File: src/rtl/olink_tx_framer.sv
// olink_tx_framer: transmit framer for the polink GTX lane. Serialises 32-bit words (4 K flags)
// as 16-bit tx_d/tx_k half-words, low half first, and inserts sequenced commas, pads and idles
// so the far end can phase-align on 32-bit boundaries.
// Latency: a word chosen at slot start appears as low half 1 cycle later, high half 2 cycles later.
// Backpressure: in_rdy is combinational, only high at slot start in RUN with link up and no comma due.
// Ports: clk_link/reset_n (async active-low); link_ready, force_comma, counter_reset controls;
//   in_d/in_k/in_v/in_rdy word input; tx_d/tx_k to the GT; cnt_words/cnt_commas/cnt_bad statistics;
//   running = steady state. Optional capture buffer (spy_start/spy_addr/spy_dout) when
//   OLINK_TX_SPY_EN is defined.
module olink_tx_framer #(
  parameter int COMMA_PERIOD   = 64,
  parameter int STARTUP_COMMAS = 16,
  parameter int CNT_W          = 32
) (
  input  logic             clk_link,
  input  logic             reset_n,
  input  logic             link_ready,
  input  logic             force_comma,
  input  logic             counter_reset,
  input  logic [31:0]      in_d,
  input  logic [3:0]       in_k,
  input  logic             in_v,
  output logic             in_rdy,
  output logic [15:0]      tx_d,
  output logic [1:0]       tx_k,
  output logic [CNT_W-1:0] cnt_words,
  output logic [CNT_W-1:0] cnt_commas,
  output logic [CNT_W-1:0] cnt_bad,
  output logic             running
`ifdef OLINK_TX_SPY_EN
  ,
  input  logic             spy_start,
  input  logic [5:0]       spy_addr,
  output logic [31:0]      spy_dout
`endif
);

  localparam int TMR_W = $clog2(COMMA_PERIOD);
  localparam int SUC_W = $clog2(STARTUP_COMMAS + 1);
  localparam logic [TMR_W-1:0] TMR_MAX  = TMR_W'(COMMA_PERIOD - 1);
  localparam logic [SUC_W-1:0] SUC_LAST = SUC_W'(STARTUP_COMMAS - 1);

  typedef enum logic {ST_STARTUP, ST_RUN} state_e;
  typedef enum logic [1:0] {W_COMMA, W_DATA, W_PAD, W_IDLE} wsel_e;

  state_e           state_q, state_d;
  logic             phase_q, phase_d;
  logic [7:0]       seq_q, seq_d;
  logic [TMR_W-1:0] tmr_q, tmr_d;
  logic [SUC_W-1:0] suc_q, suc_d;
  logic             force_pend_q, force_pend_d;
  logic [15:0]      hi_d_q, hi_d_d;
  logic [1:0]       hi_k_q, hi_k_d;
  logic [15:0]      tx_d_q, tx_d_d;
  logic [1:0]       tx_k_q, tx_k_d;
  logic [CNT_W-1:0] cnt_words_q, cnt_words_d;
  logic [CNT_W-1:0] cnt_commas_q, cnt_commas_d;
  logic [CNT_W-1:0] cnt_bad_q, cnt_bad_d;

  logic        slot;
  logic        comma_due;
  logic        in_k_ok;
  wsel_e       wsel;
  logic [31:0] word_d;
  logic [3:0]  word_k;
  logic        send_comma, send_data, send_pad;

  function automatic logic [CNT_W-1:0] cnt_next(input logic [CNT_W-1:0] cur,
                                                input logic inc, input logic clr);
    logic [CNT_W-1:0] r;
    r = cur;
    if (clr)              r = '0;
    else if (inc && !(&cur)) r = cur + CNT_W'(1);
    return r;
  endfunction

  // Word selection happens only in the phase-0 cycle; the result is split across two cycles.
  always_comb begin
    slot      = !phase_q;
    comma_due = force_pend_q || (tmr_q == TMR_MAX);
    in_k_ok   = (in_k == 4'h0) || (in_k == 4'hF);
    in_rdy    = slot && (state_q == ST_RUN) && link_ready && !comma_due;

    if ((state_q != ST_RUN) || !link_ready || comma_due) wsel = W_COMMA;
    else if (in_v && in_k_ok)                            wsel = W_DATA;
    else if (in_v)                                       wsel = W_PAD;
    else                                                 wsel = W_IDLE;

    case (wsel)
      W_COMMA: begin word_d = {16'h0000, seq_q, 8'hBC}; word_k = 4'b0001; end
      W_DATA:  begin word_d = in_d;                     word_k = in_k;    end
      W_PAD:   begin word_d = 32'h1C1C_1C1C;            word_k = 4'hF;    end
      default: begin word_d = 32'hF7F7_F7F7;            word_k = 4'hF;    end
    endcase

    send_comma = slot && (wsel == W_COMMA);
    send_data  = slot && (wsel == W_DATA);
    send_pad   = slot && (wsel == W_PAD);
  end

  always_comb begin
    phase_d = !phase_q;
    hi_d_d  = hi_d_q;
    hi_k_d  = hi_k_q;
    if (slot) begin
      tx_d_d = word_d[15:0];
      tx_k_d = word_k[1:0];
      hi_d_d = word_d[31:16];
      hi_k_d = word_k[3:2];
    end else begin
      tx_d_d = hi_d_q;
      tx_k_d = hi_k_q;
    end

    seq_d = send_comma ? seq_q + 8'd1 : seq_q;

    if (send_comma)                 tmr_d = '0;
    else if (slot && tmr_q != TMR_MAX) tmr_d = tmr_q + TMR_W'(1);
    else                            tmr_d = tmr_q;

    // A pulse seen in the slot-start cycle of a comma belongs to the following slot.
    force_pend_d = send_comma ? force_comma : (force_pend_q || force_comma);

    // Startup commas only count while the link stays up; any drop restarts the count.
    state_d = state_q;
    suc_d   = suc_q;
    if (!link_ready) begin
      suc_d = '0;
      if (slot) state_d = ST_STARTUP;
    end else if ((state_q == ST_STARTUP) && send_comma) begin
      if (suc_q == SUC_LAST) begin
        state_d = ST_RUN;
        suc_d   = '0;
      end else begin
        suc_d = suc_q + SUC_W'(1);
      end
    end

    cnt_words_d  = cnt_next(cnt_words_q,  send_data,  counter_reset);
    cnt_commas_d = cnt_next(cnt_commas_q, send_comma, counter_reset);
    cnt_bad_d    = cnt_next(cnt_bad_q,    send_pad,   counter_reset);
  end

  always_ff @(posedge clk_link or negedge reset_n) begin
    if (!reset_n) begin
      state_q      <= ST_STARTUP;
      phase_q      <= 1'b0;
      seq_q        <= 8'd0;
      tmr_q        <= '0;
      suc_q        <= '0;
      force_pend_q <= 1'b0;
      hi_d_q       <= 16'hF7F7;
      hi_k_q       <= 2'b11;
      tx_d_q       <= 16'hF7F7;
      tx_k_q       <= 2'b11;
      cnt_words_q  <= '0;
      cnt_commas_q <= '0;
      cnt_bad_q    <= '0;
    end else begin
      state_q      <= state_d;
      phase_q      <= phase_d;
      seq_q        <= seq_d;
      tmr_q        <= tmr_d;
      suc_q        <= suc_d;
      force_pend_q <= force_pend_d;
      hi_d_q       <= hi_d_d;
      hi_k_q       <= hi_k_d;
      tx_d_q       <= tx_d_d;
      tx_k_q       <= tx_k_d;
      cnt_words_q  <= cnt_words_d;
      cnt_commas_q <= cnt_commas_d;
      cnt_bad_q    <= cnt_bad_d;
    end
  end

  assign tx_d       = tx_d_q;
  assign tx_k       = tx_k_q;
  assign cnt_words  = cnt_words_q;
  assign cnt_commas = cnt_commas_q;
  assign cnt_bad    = cnt_bad_q;
  assign running    = (state_q == ST_RUN);

`ifdef OLINK_TX_SPY_EN
  // Captures the registered line output each cycle until 64 entries are filled.
  logic [31:0] spy_mem [64];
  logic [5:0]  spy_ptr_q, spy_ptr_d;
  logic        spy_full_q, spy_full_d;
  logic [31:0] spy_dout_q;

  always_comb begin
    spy_ptr_d  = spy_ptr_q;
    spy_full_d = spy_full_q;
    if (spy_start) begin
      spy_ptr_d  = 6'd0;
      spy_full_d = 1'b0;
    end else if (!spy_full_q) begin
      if (spy_ptr_q == 6'd63) spy_full_d = 1'b1;
      else                    spy_ptr_d  = spy_ptr_q + 6'd1;
    end
  end

  always_ff @(posedge clk_link) begin
    if (!spy_start && !spy_full_q) spy_mem[spy_ptr_q] <= {14'h0, tx_k_q, tx_d_q};
  end

  always_ff @(posedge clk_link or negedge reset_n) begin
    if (!reset_n) begin
      spy_ptr_q  <= 6'd0;
      spy_full_q <= 1'b0;
      spy_dout_q <= 32'd0;
    end else begin
      spy_ptr_q  <= spy_ptr_d;
      spy_full_q <= spy_full_d;
      spy_dout_q <= spy_mem[spy_addr];
    end
  end

  assign spy_dout = spy_dout_q;
`endif

endmodule

File: config.mk
export PLATFORM = sky130hd
export DESIGN_NAME = olink_tx_framer
export DESIGN_NICKNAME = d
export VERILOG_FILES = /design/src/rtl/olink_tx_framer.sv
export SDC_FILE = /design/constraint.sdc
export NUM_CORES = 1
export LEC_CHECK = 0
export ABC_AREA = 0
export BUFFER_PORTS_ARGS = -buffer_cell sky130_fd_sc_hd__buf_2
export CAP_MARGIN = 10
export CORE_AREA = 2 2 121 123
export DETAILED_ROUTE_END_ITERATION = 8
export DIE_AREA = 0 0 123 125
export PLACE_DENSITY = 0.79
export SYNTH_ARGS = -nofsm -noshare
export SYNTH_HDL_FRONTEND = slang
export SYNTH_SLANG_ARGS = --single-unit
File: constraint.sdc
create_clock -name clk_link -period 2.49 [get_ports clk_link]
set_clock_uncertainty 0.05 [all_clocks]
set_input_delay 0 -clock clk_link [delete_from_list [all_inputs] [get_ports clk_link]]
set_output_delay 0 -clock clk_link [all_outputs]
set_load 0.01 [all_outputs]
Yosys cells after proc, flatten, opt, wreduce, memory -nomap -nowiden
Cells that the tools add are included.
Word-level totals
  register bits: 154
  bits in latches: 0
  memory bits (writable): 0
  ROM bits: 0
  output and inout bits: 116
  word-level logic and storage cells: 85
  memories: 0
Cells by class
  $add $sub $neg: 6
  multipliers: 0
  div/mod/pow operators: 0
  order comparisons: 0
  equal/unequal tests: 9
  shifts and indexed selects: 0
  mux-type cells: 23
  bitwise gates (word level): 1
  reductions and logical operators: 33
Operators with widths (count)
  2-to-1 mux 32 bit: 6
  adder 32 x 1 -> 32 bit (second input constant): 3
  one-hot mux 32 bit (3 select lines): 1
  AND reduction 32 bit: 3
  2-to-1 mux 16 bit: 1
  2-to-1 mux 5 bit: 3
  logical AND 1 bit: 12
  2-to-1 mux 6 bit: 2
  adder 8 x 1 -> 8 bit (second input constant): 1
  one-hot mux 4 bit (2 select lines): 1
  nonzero test 2 bit: 4
  adder 6 x 1 -> 6 bit (second input constant): 1
  == test 6 bit (second input constant): 1
  logical NOT 1 bit: 6
  2-to-1 mux 1 bit: 6
  2-to-1 mux 2 bit: 3
  inequality test 6 bit (second input constant): 1
  adder 5 x 1 -> 5 bit (second input constant): 1
  == test 5 x 4 -> 1 bit (second input constant): 1
  logical OR 1 bit: 5
  == test 4 bit (second input constant): 1
  logical NOT 4 bit: 1
  inequality test 2 x 1 -> 1 bit (second input constant): 2
  AND reduction 3 bit: 1
  other kinds (5): 5

Depth between registers and ports, before layout
  depth in word-level cells: 10
  depth in mapped cells: 9

Worst setup path before layout
No wires, ideal clock.
  kind: reg-to-reg
  start: register cnt_words_q[0], in the netlist cnt_words[0]
  end: register cnt_words_q[0], in the netlist cnt_words[0]
  setup time: 0.132 ns
  arrival: 2.140 ns
  setup slack: 0.168 ns
  stages on the path, launching flop included: 9
  buffers on the path: 1
  period minus slack after synthesis: 2.322 ns
  cells stage by stage: dfrtp_1 > ha_1 > and3_1 > nand4_1 > nor4_2 > clkbuf_1 > nor2_1 > xnor2_1 > nor2_1
Between the ends
  longest elaborated chain between the ends: 4
  elaborated cells between the ends (all ways): 7
  classes of those cells: add/sub (1); mux (2); reduce/logical (4)
RTL lines
  start, declared: RTL line 56  | logic [CNT_W-1:0] cnt_words_q, cnt_words_d;
  start signal, assigned: RTL line 170  | cnt_words_q <= cnt_words_d;
  parallel branches: the longest is 4 deep, another holds adder 32 x 1 -> 32 bit
Several ways; the timed one is not identified. The select of a mux whose other input is x is not followed.
A chain may end at the register's enable or synchronous reset.

Worst setup path after layout
  start: register cnt_bad_q[7], in the netlist cnt_bad[7]
  end: register cnt_bad_q[31], in the netlist cnt_bad[31]
Between the ends
  longest elaborated chain between the ends: 4
  elaborated cells between the ends (all ways): 7
  classes of those cells: add/sub (1); mux (2); reduce/logical (4)
RTL lines
  start, declared: RTL line 58  | logic [CNT_W-1:0] cnt_bad_q, cnt_bad_d;
  start signal, assigned: RTL line 172  | cnt_bad_q <= cnt_bad_d;
  parallel branches: the longest is 4 deep, another holds adder 32 x 1 -> 32 bit
Several ways; the timed one is not identified. The select of a mux whose other input is x is not followed.

==> metrics.md <==
| Metric | Value |
|---|---|
| Status | completed |
| NetSw | 1.32 mW |
| DR DRC count | 0 |
| Synth area leaders | dfrtp_1, dfstp_2, xnor2_1 |
| Post-route ant nets | 0 |
| Biggest area consumer among synthesized cells | dfrtp_1 |
| Slew Viols, Final | 0 |
| Critical Path Start Type | register |
| Core region area | 14200 µm² |
| Worst-skew pair later-pin latency | 0.43 ns |
| EDFF count, synth | 0 |
| Worst path bufs/invs | 1 |
| PwrDens | 573 nW/µm² |
| Final Util | 70.0% |
| Post-synthesis xor/xnor area fraction | ~10% |
| Slowest cell on crit path | or3_1 |
| # nets final | 1057 |
| Vias/cell | 5.83 |
| Initial antenna violation count | 0 |
| Worst-path clk slew | 0.06 ns |
| Post-Synth Adder-Cell Area | 0.980% |
| Diodes inserted | 0 |
| Slew at the pin closest to its max-slew limit | 0.893 ns |
| Most frequent cells after synthesis | dfrtp_1, nor2_1, nand2_1 |
| Num rows | 44 |
| Vias | 7025 |
| Mux share of post-synthesis cell area | less than 1% |
| Num CTS Buffers | 17 |
| Longest Clk Path Bufs | 2 |
| Ratio of cells with drive above 1 in the final layout | 26.1% |
| Tcrit/Tclk final | between 90 and 100% |
| I/O pin count | between 150 and 200 |
| RD Place Congestion | 0.868 |
| RSZ-0062 raised after global routing | yes |
| Post-DP Area | 8820 µm² |
| Initial Util | 53.9% |
| DRT Pass-1 Iters | 5 |
| Synthesized net count | 833 |
| TNS Setup | 0 ns |
| Synth Area in Compound Gates | 9.36% |
| Final hold vios | 0 |
| P&R area growth vs syn | 29.8% |
| Multi-input logic area | 3620 µm² |
| DR iter-0 viols | 496 |
| Critical Path Sink Type | register |
| Async S/R FF share, synth | 100% |
| Main combinational cell family by area after synthesis | simple AND/OR/NAND/NOR gates |
| Max_cap viols | 0 |
| Worst R2R Setup Slack | about 0.12 ns |
| Max IR drop VDD | 0.530 mV |
| FF-to-FF path depth | 6 |
| Highest clock rate | 0.422 GHz |
| Top-area cell type share of the netlist area | between 30% and 40% |
| Post-synth cell types | 58 |
| Routed wire length | approximately 21000 µm |
| CP max stage delay | 0.45 ns |
| Most frequent cell after synthesis | dfrtp_1 |
| Die span in y | 125 µm |
| Clk pwr share | 46.7% |
| Die ar. | approximately 15000 µm² |
| FILL cells | around 1.1k |
| Register area share after synthesis | 50.8% |
| H-tree depth | 4 |
| Seq pwr share | a little under half |
| Synthesized instance count | 785 |
| Overall routing resource usage | 27.8% |
| Final Critical Period | 2.37 ns |
| Launching point of the worst reg2reg path | cnt_bad[7] |
| Int Power | 4.38 mW |
| Net Sw Frac | 23.1% |
| Total power | between 5 and 6 mW |
| R2r endpoint | cnt_bad[31] |
| Grt ovf | 0 |
| Mapped cell area | ~7700 µm² |
| CTS tree | built |
| Crit path required time | 2.78 ns |
| Comb pwr share | 5.8% |
| Leakage power | 4.53 nW |
| Vias in the first global route | 6790 |
| Root Buffer | clkbuf_16 |
| Critical path cell sequence | nand4_1, buf_4, or3_1, or3_1, or4_1, a21oi_1 |
| Worst Hold Slack | 0.0283 ns |
| Fin area | 9940 µm² |
| Die Wd | ~120 µm |
| Yosys reg bits | 154 |
| Syn Area/Cell | around 9.8 µm² |
| Worst-path fanout max | 7 |
| Simple-Gate Fraction of Synth Area | 26.5% |
| Yosys warning total | 0 |
| Pin count of the biggest net entering global routing | 72 |
| Count of final setup violators | 0 |
| Min-delay worst type | input pin to async pin |
| Worst EP arrival | 2.66 ns |
| Top_reg_cell synth | dfrtp_1 |
| Cell repeated most along the worst path | or3_1 |
| Cell family with most CP delay | simple AND/OR/NAND/NOR gates |
| PortBufs | 157 |
| Worst slew margin | 40.4% |
| FF/Latch Area | ~3900 µm² |
| Critical path class | register to register |
| Wire per inst | 17.3 µm |
| Sink Count | roughly 150 |
| Detailed Place HPWL | 13500 µm |
| First-pass GRT wire length | 33700 µm |
==> how the worst max path moves through the flow <==
stage                  start        endpoint  slack [ns]  cells after the start
4_1_cts              in_k[2]         tx_d[9]        0.02                      9
5_1_grt             tmr_q[0]  cnt_commas[11]       -0.04                      8
2_1_floorplan   cnt_words[0]    cnt_words[0]        0.17                      8
3_3_place_gp      cnt_bad[7]     cnt_bad[31]        0.21                      6
3_5_place_dp   cnt_commas[2]   cnt_commas[1]        0.15                      7
6_report          cnt_bad[7]     cnt_bad[31]        0.12                      6
==> cell families after synthesis <==
logic type | count (synthesis)
adders and majority gates | 6
AOI/OAI and AO/OA | 107
DFF | 154
muxes | 2
buffers and inverters | 41
xor gates and xnor gates | 87
and+or+nand+nor | 388
==> cell type report <==
| type | instances | area share, % |
|---|---|---|
| multi-input combinational | 590 | 36.4 |
| sequential | 154 | 39.2 |
| inverter | 10 | 0.378 |
| clock inverter | 14 | 1.74 |
| timing repair buffer | 236 | 15.5 |
| clock buffer | 18 | 4.42 |
| tap | 184 | 2.32 |
==> power by group through the flow <==
| stage | registers, mW | clock network (mW) | logic, mW |
|---|---|---|---|
| 4_1_cts | 2.70 | 2.71 | 0.329 |
| 3_5_place_dp | 2.74 | 0 | 0.279 |
| 6_report | 2.70 | 2.66 | 0.333 |
| 2_1_floorplan | 2.75 | 0 | 0.0872 |
| 3_3_place_gp | 2.74 | 0 | 0.272 |
| 5_1_grt | 2.71 | 2.82 | 0.366 |
==> per-layer routing <==
layer | track usage (%) | share of wire (%) | vias to the layer above
met3 | 6.80 | 5.9 | 42
met2 | 44.9 | 49 | 231
met1 | 35.8 | 42 | 3450
met4 | 11.0 | 2.4 | 0
li1 | - | - | 3302
met5 | 0 | 0 | -
==> registers in the layout (all words and copies together) (netlist names) <==
name and flops:
tx_k 2, phase_q 1, hi_k_q 2, hi_d_q 16
cnt_bad 32, tx_d 16, force_pend_q 1, suc_q 5
seq_q 8, cnt_words 32, running 1, tmr_q 6
cnt_commas 32
==> layout by cell type, fill, tap and decap left out, drive strengths merged, types with 26 or more instances in the layout <==
| master | synthesis | layout |
|---|---|---|
| xnor2 | 49 | 49 |
| o21ai | 38 | 38 |
| nand2 | 59 | 59 |
| nand4 | 40 | 40 |
| nand3 | 50 | 50 |
| dfstp | 32 | 32 |
| nor2 | 104 | 104 |
| dlygate4sd3 | 0 | 46 |
| and3 | 26 | 26 |
| dfrtp | 122 | 122 |
| buf | 3 | 190 |
| xor2 | 38 | 38 |
==> what timing repair did <==
item / in CTS / in global routing
endpoints found under the setup margin: 0 / 12
hold buffers: 46 / 0
hold endpoints to repair: 133 / 0
setup buffers: 0 / 2
resized for setup: 0 / 6
==> metrics by stage <==
stage,setup WS [ns],std cells
6_report,0.121,1206
5_1_grt,-0.0370,1206
4_1_cts,0.0226,1204
3_5_place_dp,0.148,1126
3_3_place_gp,0.213,1126
2_1_floorplan,0.168,785
Power figures use the tool's default switching activity.
